### config.mk
export PLATFORM = sky130hd
export DESIGN_NAME = debounce_edge
export DESIGN_NICKNAME = d
export VERILOG_FILES = /design/src/rtl/debounce_edge.sv
export SDC_FILE = /design/constraint.sdc
export NUM_CORES = 1
export LEC_CHECK = 0
export CORE_MARGIN = 10
export CORE_UTILIZATION = 28
export CTS_CLUSTER_DIAMETER = 120
export DETAILED_ROUTE_END_ITERATION = 8
export GPL_ROUTABILITY_DRIVEN = 0
export HOLD_SLACK_MARGIN = 0.1
export SLEW_MARGIN = 20
export SYNTH_ARGS = -nofsm -noshare
export SYNTH_HDL_FRONTEND = slang
export SYNTH_SLANG_ARGS = --single-unit
### constraint.sdc
create_clock -name clk -period 2.7 [get_ports clk]
set_clock_uncertainty 0.15 [all_clocks]
set_input_delay 0.675 -clock clk [delete_from_list [all_inputs] [get_ports clk]]
set_output_delay 0.675 -clock clk [all_outputs]
set_load 0.005 [all_outputs]
### src/rtl/debounce_edge.sv
// Synchroniser + glitch filter for a raw asynchronous input: clean level, complement and rise/fall pulses.
// Build option DEBOUNCE_EDGE_CNT_EN adds an 8-bit rising-edge event counter on evt_cnt.
module debounce_edge #(
  parameter int   CNT_W         = 4,
  parameter int   STABLE_CYCLES = 8,
  parameter logic RST_VAL       = 1'b0
) (
  input  logic       clk,
  input  logic       rst,
  input  logic       din,
  input  logic       en,
  output logic       dout,
  output logic       doutbar,
  output logic       rise,
  output logic       fall,
  output logic       busy,
  output logic [7:0] evt_cnt
);

  // STABLE: dout settled.  CHECK: a candidate level is being qualified.
  localparam logic [0:0] ST_STABLE = 1'b0;
  localparam logic [0:0] ST_CHECK  = 1'b1;

  // STABLE_CYCLES must lie in 1..2^CNT_W-1 so the counter never wraps.
  localparam logic [CNT_W-1:0] SC_LAST = CNT_W'(STABLE_CYCLES);

  logic             r_s1;
  logic             r_s2;
  logic [0:0]       r_state;
  logic [CNT_W-1:0] r_cnt;
  logic             r_dout;
  logic             r_doutbar;
  logic             r_rise;
  logic             r_fall;
  logic             r_busy;

  logic             w_diff;
  logic [CNT_W-1:0] w_cnt_inc;
  logic [0:0]       w_state_nxt;
  logic [CNT_W-1:0] w_cnt_nxt;
  logic             w_commit;

  assign w_diff    = (r_s2 != r_dout);
  assign w_cnt_inc = r_cnt + CNT_W'(1);

  always_comb begin
    w_state_nxt = r_state;
    w_cnt_nxt   = r_cnt;
    w_commit    = 1'b0;
    case (r_state)
      ST_STABLE: begin
        if (en && w_diff) begin
          if (STABLE_CYCLES == 1) begin
            w_commit = 1'b1;
          end else begin
            w_state_nxt = ST_CHECK;
            w_cnt_nxt   = CNT_W'(1);
          end
        end
      end
      ST_CHECK: begin
        // With en low the candidate and its count are frozen.
        if (en) begin
          if (!w_diff) begin
            w_state_nxt = ST_STABLE;
            w_cnt_nxt   = '0;
          end else if (w_cnt_inc == SC_LAST) begin
            w_commit    = 1'b1;
            w_state_nxt = ST_STABLE;
            w_cnt_nxt   = '0;
          end else begin
            w_cnt_nxt = w_cnt_inc;
          end
        end
      end
      default: begin
        w_state_nxt = ST_STABLE;
        w_cnt_nxt   = '0;
      end
    endcase
  end

  always_ff @(posedge clk) begin
    if (rst) begin
      r_s1      <= RST_VAL;
      r_s2      <= RST_VAL;
      r_state   <= ST_STABLE;
      r_cnt     <= '0;
      r_dout    <= RST_VAL;
      r_doutbar <= ~RST_VAL;
      r_rise    <= 1'b0;
      r_fall    <= 1'b0;
      r_busy    <= 1'b0;
    end else begin
      r_s1    <= din;
      r_s2    <= r_s1;
      r_state <= w_state_nxt;
      r_cnt   <= w_cnt_nxt;
      r_busy  <= (w_state_nxt == ST_CHECK);
      r_rise  <= w_commit & r_s2;
      r_fall  <= w_commit & ~r_s2;
      if (w_commit) begin
        r_dout    <= r_s2;
        r_doutbar <= ~r_s2;
      end
    end
  end

`ifdef DEBOUNCE_EDGE_CNT_EN
  logic [7:0] r_evt_cnt;

  // Counts cycles with rise asserted; wraps naturally at 8 bits.
  always_ff @(posedge clk) begin
    if (rst) begin
      r_evt_cnt <= 8'h00;
    end else if (r_rise) begin
      r_evt_cnt <= r_evt_cnt + 8'd1;
    end
  end

  assign evt_cnt = r_evt_cnt;
`else
  assign evt_cnt = 8'h00;
`endif

  assign dout    = r_dout;
  assign doutbar = r_doutbar;
  assign rise    = r_rise;
  assign fall    = r_fall;
  assign busy    = r_busy;

endmodule

==> results of run 1 <==
## Yosys cell counts
cell | n | area [sq um]
xor2_2 | 1 | 16.3
o21ai_4 | 1 | 16.3
a21boi_1 | 1 | 7.51
a211oi_1 | 1 | 7.51
nor3_1 | 2 | 10.0
o21ai_1 | 1 | 5.00
nand2_1 | 6 | 22.5
dfxtp_1 | 11 | 220
inv_1 | 1 | 3.75
nor4b_1 | 1 | 8.76
nand3_1 | 1 | 5.00
o21bai_1 | 1 | 7.51
nand2b_1 | 2 | 12.5
o21ai_0 | 2 | 10.0
a32oi_1 | 1 | 8.76
ha_1 | 1 | 12.5
mux2_2 | 1 | 11.3
nor2_1 | 3 | 11.3
buf_4 | 9 | 67.6
nand4_1 | 1 | 6.26
nor2b_1 | 2 | 12.5
a21boi_0 | 1 | 7.51
and4_1 | 1 | 8.76
a21o_1 | 1 | 7.51
conb_1 | 1 | 3.75
clkbuf_1 | 1 | 3.75
mux2i_1 | 2 | 20.0
a21oi_1 | 4 | 20.0
and3b_1 | 1 | 8.76
o2111ai_1 | 1 | 8.76
## kinds of logic (layout without fill, tap and decap cells)
logic type	count (synthesis)	in the layout	share of synthesized area
AO/OA/AOI/OAI	15	15	0.186
XOR/XNOR	1	1	0.0285
adder cells (fa/ha/maj)	1	1	0.0219
buffers and inverters	11	13	0.131
flip-flops	11	11	0.385
multiplexers	3	3	0.0547
other	1	8	0.00656
AND/OR/NAND/NOR	20	20	0.186
## cell type report
class	instances	area (sq um)	area share
Multi-Input combinational cell	48	303	0.454
Sequential cell	11	220	0.330
Timing Repair Buffer	8	80.1	0.120
Tap cell	27	33.8	0.0507
Clock buffer	4	26.3	0.0394
Inverter	1	3.75	0.00563
## sequential cells by signal, summed over array words and instances, names as in the netlist
name     count
rise         1
doutbar      1
r_s1         1
r_cnt        4
r_s2         1
fall         1
busy         1
dout         1
## layout by cell type, fill, tap and decap left out
cell / netlist / layout
dfxtp_1: 11 / 11
conb_1: 1 / 8
clkdlybuf4s50_1: 0 / 8
nand2_1: 6 / 6
a21oi_1: 4 / 4
nor2_1: 3 / 3
clkbuf_4: 0 / 3
nand2b_1: 2 / 2
mux2i_1: 2 / 2
nor3_1: 2 / 2
o21ai_0: 2 / 2
nor2b_1: 2 / 2
inv_1: 1 / 1
a21boi_1: 1 / 1
and3b_1: 1 / 1
and4_1: 1 / 1
o21ai_4: 1 / 1
o21bai_1: 1 / 1
nor4b_1: 1 / 1
xor2_2: 1 / 1
mux2_2: 1 / 1
o21ai_1: 1 / 1
nand4_1: 1 / 1
nand3_1: 1 / 1
a211oi_1: 1 / 1
a32oi_1: 1 / 1
a21o_1: 1 / 1
a21boi_0: 1 / 1
o2111ai_1: 1 / 1
ha_1: 1 / 1
clkbuf_1: 1 / 1
## power by group through the flow
stage | sequential, mW | combinational (mW) | clock [mW]
5_1_grt | 0.170 | 0.0260 | 0.130
3_5_place_dp | 0.174 | 0.0224 | 0
3_3_place_gp | 0.173 | 0.0220 | 0
4_1_cts | 0.170 | 0.0225 | 0.121
2_1_floorplan | 0.173 | 0.0220 | 0
6_report | 0.170 | 0.0227 | 0.116
## metal layers
metal  up-vias  wire length, um
met5         -                0
met4         0                0
met3         0               97
met2        15              491
met1       216              552
li1        221                -
## worst max-delay path by stage
stage | endpoint | cells after the start | start
CTS | busy | 1 | busy$_SDFF_PP0_
floorplan | doutbar$_SDFFE_PP1P_ | 5 | en
detailed placement | doutbar$_SDFFE_PP1P_ | 5 | en
global placement | fall$_SDFF_PP0_ | 4 | en
finish | busy | 1 | busy$_SDFF_PP0_
global route | busy | 1 | busy$_SDFF_PP0_
==> results.cfg, run 1 <==
[status]
outcome = finished, final reports clean

[setup_path]
crit_fanout = 8
crit_path_start_kind = flop
crit_required_ns = 1.88
r2r_setup_slack_ns = 1.09
max_stage_delay_ns = 0.56
endpoint_kind = output pin
reg2reg_depth = 4
path_buf_inv = 1
rr_startpoint = r_cnt[0]$_SDFFE_PP0P_
r2r_end = fall$_SDFF_PP0_
path_class = reg -> out
critPathArrivalTime_ns = 1.30
cp_slowest_cell = clkdlybuf4s50_1
cp_top_family = buffers and inverters
crit_chain = clkdlybuf4s50_1

[sta]
min_period_over_period = 0.789
drv_slew = 0
postLayoutSetupSlackWorst_ns = 0.571
hold_viol = 0
fmax_mhz = 470
holdWs_ns = 0.289
finalSetupViolCount = 0
fin_setup_tns_ns = 0
final.min_clock_period_ns = 2.13
rsz0062_at_grt = false

[layout]
fin_area_sq_um = 667
syn2layout_area_growth_pct = 16.6
fin_nets = 78
drive_gt1_frac = 0.0833
fin_util = 0.343
diodes = 0
n_fill_cell = 207
fin_cells = 99

[clock_network]
post_cts_buffers = 0
cts_hold_buf = 0
cts_tree = yes
cts_max_path_buffers = 2
root_buffer = clkbuf_4
h-tree-depth = 1
ctsResizeCount = 0
cts_inserted_buffers = 3
numClockSinks = 11
clkLatencyLatePin_ns = 0.27
path_clk_slew_ns = 0.08

[routing]
firstDrtPassIters = 2
drt_wl_total_um = 1140
wl_per_cell_um = 11.5
vias = 452
vias_per_cell = 4.57
drcViolationCount = 0
drtAntennaViolNets = 0
drt-initial-drc-count = 4

[worst_hold_path]
hold_class = reg -> reg
holdPathStages = 1
hold_path_end = r_s2$_SDFF_PP0_
hp-start = r_s1$_SDFF_PP0_

[grt]
grtUsageMet3 = 0.0441
globalRoute.totalOverflow = 0
grt_pass1_vias = 428
grt_max_degree = 12
use_met2 = 0.0817
grt_use_met1 = 0.0683
groute.usage.overall = 0.0586
antenna_found_initial = 0
grt_first_pass_wirelength_um = 1980
busiest_layer = met2

[floorplanning]
start_util = 0.294
die_w_um = 65.2
fp-row-count = 16
ios = 17
dieArea_sq_mm = 0.00425
core-area_sq_mm = 0.00194
dieHeight_um = 65.2

[power]
pwr-share-seq = 0.550
power_uw = 309
p_clk_frac = 0.376
intPower_uw = 234
p_per_area_mw_per_mm2 = 463
switchingPower_uw = 74.7
p_comb_frac = 0.073
peakVddDrop_mv = 0.219
p_sw_frac = 0.242
leakagePower_nw = 0.265

[placement]
dp_hpwl_um = 850
post-place-cells = 95
place_area_sq_um = 641
io_buffers = 8
dp_worst_setup_slack_ns = 0.502

[synth]
synth_cell_type_count = 30
seq_area_frac_synth = 0.385
syn_area_per_cell_sq_um = 9.08
netlist_instances = 63
ys_warn_count = 0
syn_area_sq_um = 572
ys_seq_elements = 11

[job]
cap_viol_max_count = 0
Power figures use the tool's default switching activity.
==> run 2: changes to the inputs <==
==> constraint.sdc (replaced) <==
create_clock -name clk -period 1.86 [get_ports clk]
set_clock_uncertainty 0.15 [all_clocks]
set_input_delay 0.465 -clock clk [delete_from_list [all_inputs] [get_ports clk]]
set_output_delay 0.465 -clock clk [all_outputs]
set_load 0.005 [all_outputs]
==> run 2 against run 1 <==
Net effect: die area is the same; hold slack gained 0.0042 ns; largest power group unchanged; setup slack got worse by 0.51 ns; critical endpoint unchanged; register-to-register slack worse by 0.79 ns; final area is 2.6% higher; sequential share of layout area down 0.48 points.
==> results.cfg, run 2 (same netlist as run 1, synthesis figures left out) <==
[placement]
dp_hpwl_um = 801
io_buffers = 8
post-place-cells = 97

[sta]
min_period_over_period = 0.969
drv_slew = 0
rsz0062_at_grt = false
hold_viol = 0
fin_setup_tns_ns = 0
finalSetupViolCount = 0
final.min_clock_period_ns = 1.80
fmax_mhz = 555

[clock_network]
cts_max_path_buffers = 2
cts_tree = yes
h-tree-depth = 1
cts_hold_buf = 0
root_buffer = clkbuf_4
post_cts_buffers = 0
numClockSinks = 11
clkLatencyLatePin_ns = 0.27
cts_inserted_buffers = 3
path_clk_slew_ns = 0.07

[layout]
diodes = 0
largest_reg_flops = 4
fin_cells = 101
layout_common_cells = 9 x dfxtp_1, 8 x conb_1, 8 x clkdlybuf4s50_1
drive_gt1_frac = 0.135
final_common_cell = dfxtp_1
regMostFlops = r_cnt
syn2layout_area_growth_pct = 19.7
fin_nets = 80
n_fill_cell = 210

[setup_path]
crit_chain = clkdlybuf4s50_1
max_stage_delay_ns = 0.53
cp_top_family = buffers and inverters
path_class = reg -> out
path_buf_inv = 1
crit_required_ns = 1.24
crit_fanout = 8
endpoint_kind = output pin
crit_path_start_kind = flop
cp_slowest_cell = clkdlybuf4s50_1
critPathArrivalTime_ns = 1.19

[power]
leakagePower_nw = 0.276
power_uw = 441
p_per_area_mw_per_mm2 = 644
peakVddDrop_mv = 0.465

[status]
outcome = finished, final reports clean

[worst_hold_path]
hold_class = reg -> reg

[routing]
drt-initial-drc-count = 10
drcViolationCount = 0
drtAntennaViolNets = 0
vias = 432
vias_per_cell = 4.28
firstDrtPassIters = 4
wl_per_cell_um = 10.3
drt_wl_total_um = 1050

[grt]
grt_first_pass_wirelength_um = 1810
antenna_found_initial = 0
groute.usage.overall = 0.0530
globalRoute.totalOverflow = 0
grt_pass1_vias = 428
grt_max_degree = 12

[floorplanning]
fp-row-count = 16
dieHeight_um = 65.2
die_w_um = 65.2
dieArea_sq_mm = 0.00425
core-area_sq_mm = 0.00194
start_util = 0.294
ios = 17

[job]
cap_viol_max_count = 0
run 2: cell types whose count changed in the layout (fill, tap and decap cells not counted):
cell / delta
dfxtp_2: +2
dfxtp_1: -2
buf_4: +2
run 2: area by class of cell:
type	instances	area, sq um	area share
Clock buffer	4	26.3	0.0384
Multi-Input combinational cell	48	303	0.442
Timing Repair Buffer	10	95.1	0.139
Inverter	1	3.75	0.00548
Tap cell	27	33.8	0.0494
Sequential cell	11	223	0.325
run 2: worst paths after layout:
| check | start | endpoint | slack (ns) | depth (start not counted) |
|---|---|---|---|---|
| max | busy$_SDFF_PP0_ | busy | 0.06 | 1 |
| min | r_s1$_SDFF_PP0_ | r_s2$_SDFF_PP0_ | 0.29 | 1 |
| max reg2reg | r_cnt[0]$_SDFFE_PP0P_ | doutbar$_SDFFE_PP1P_ | 0.30 | 5 |
| min reg2reg | r_s1$_SDFF_PP0_ | r_s2$_SDFF_PP0_ | 0.29 | 1 |
run 2: report_power, final:
| group | leakage (nW) | total [mW] | switching, mW | internal (mW) |
|---|---|---|---|---|
| Combinational | 0.171 | 0.0361 | 0.0174 | 0.0187 |
| Clock | 0.0150 | 0.158 | 0.0751 | 0.0830 |
| Sequential | 0.0903 | 0.246 | 0.00549 | 0.241 |
run 2: worst reg2reg max path, cell delays in order (launching register included):
cell      delay, ns
dfxtp_1        0.44
ha_1           0.26
and4_1         0.25
o21ai_4        0.10
mux2i_1        0.16
o21bai_1       0.08
run 2: through the flow:
stage | instance area (sq um) | setup WS (ns) | hold WS [ns] | util
after floorplan | 598 | 0.430 | 0.264 | -
after global placement | 656 | 0.0296 | 0.269 | 0.338
after detailed placement | 656 | 0.0221 | 0.278 | 0.338
after CTS | 684 | 0.0377 | 0.301 | 0.352
after global routing | 684 | 0.00187 | 0.312 | 0.352
final | 684 | 0.0574 | 0.293 | 0.352
run 2: routing by layer:
metal	part of all wire	GRT usage	vias up	routed length (um)
met3	0.096	0.0390	4	100
met4	0.022	0.0241	0	23
met5	0	0	-	0
met2	0.38	0.0768	14	395
met1	0.50	0.0565	188	525
li1	-	-	226	-
run 2: repair_timing:
item / in CTS / in global routing
hold endpoints to repair: 0 / 0
gates resized for setup: 2 / 0
endpoints found under the setup margin: 2 / 0
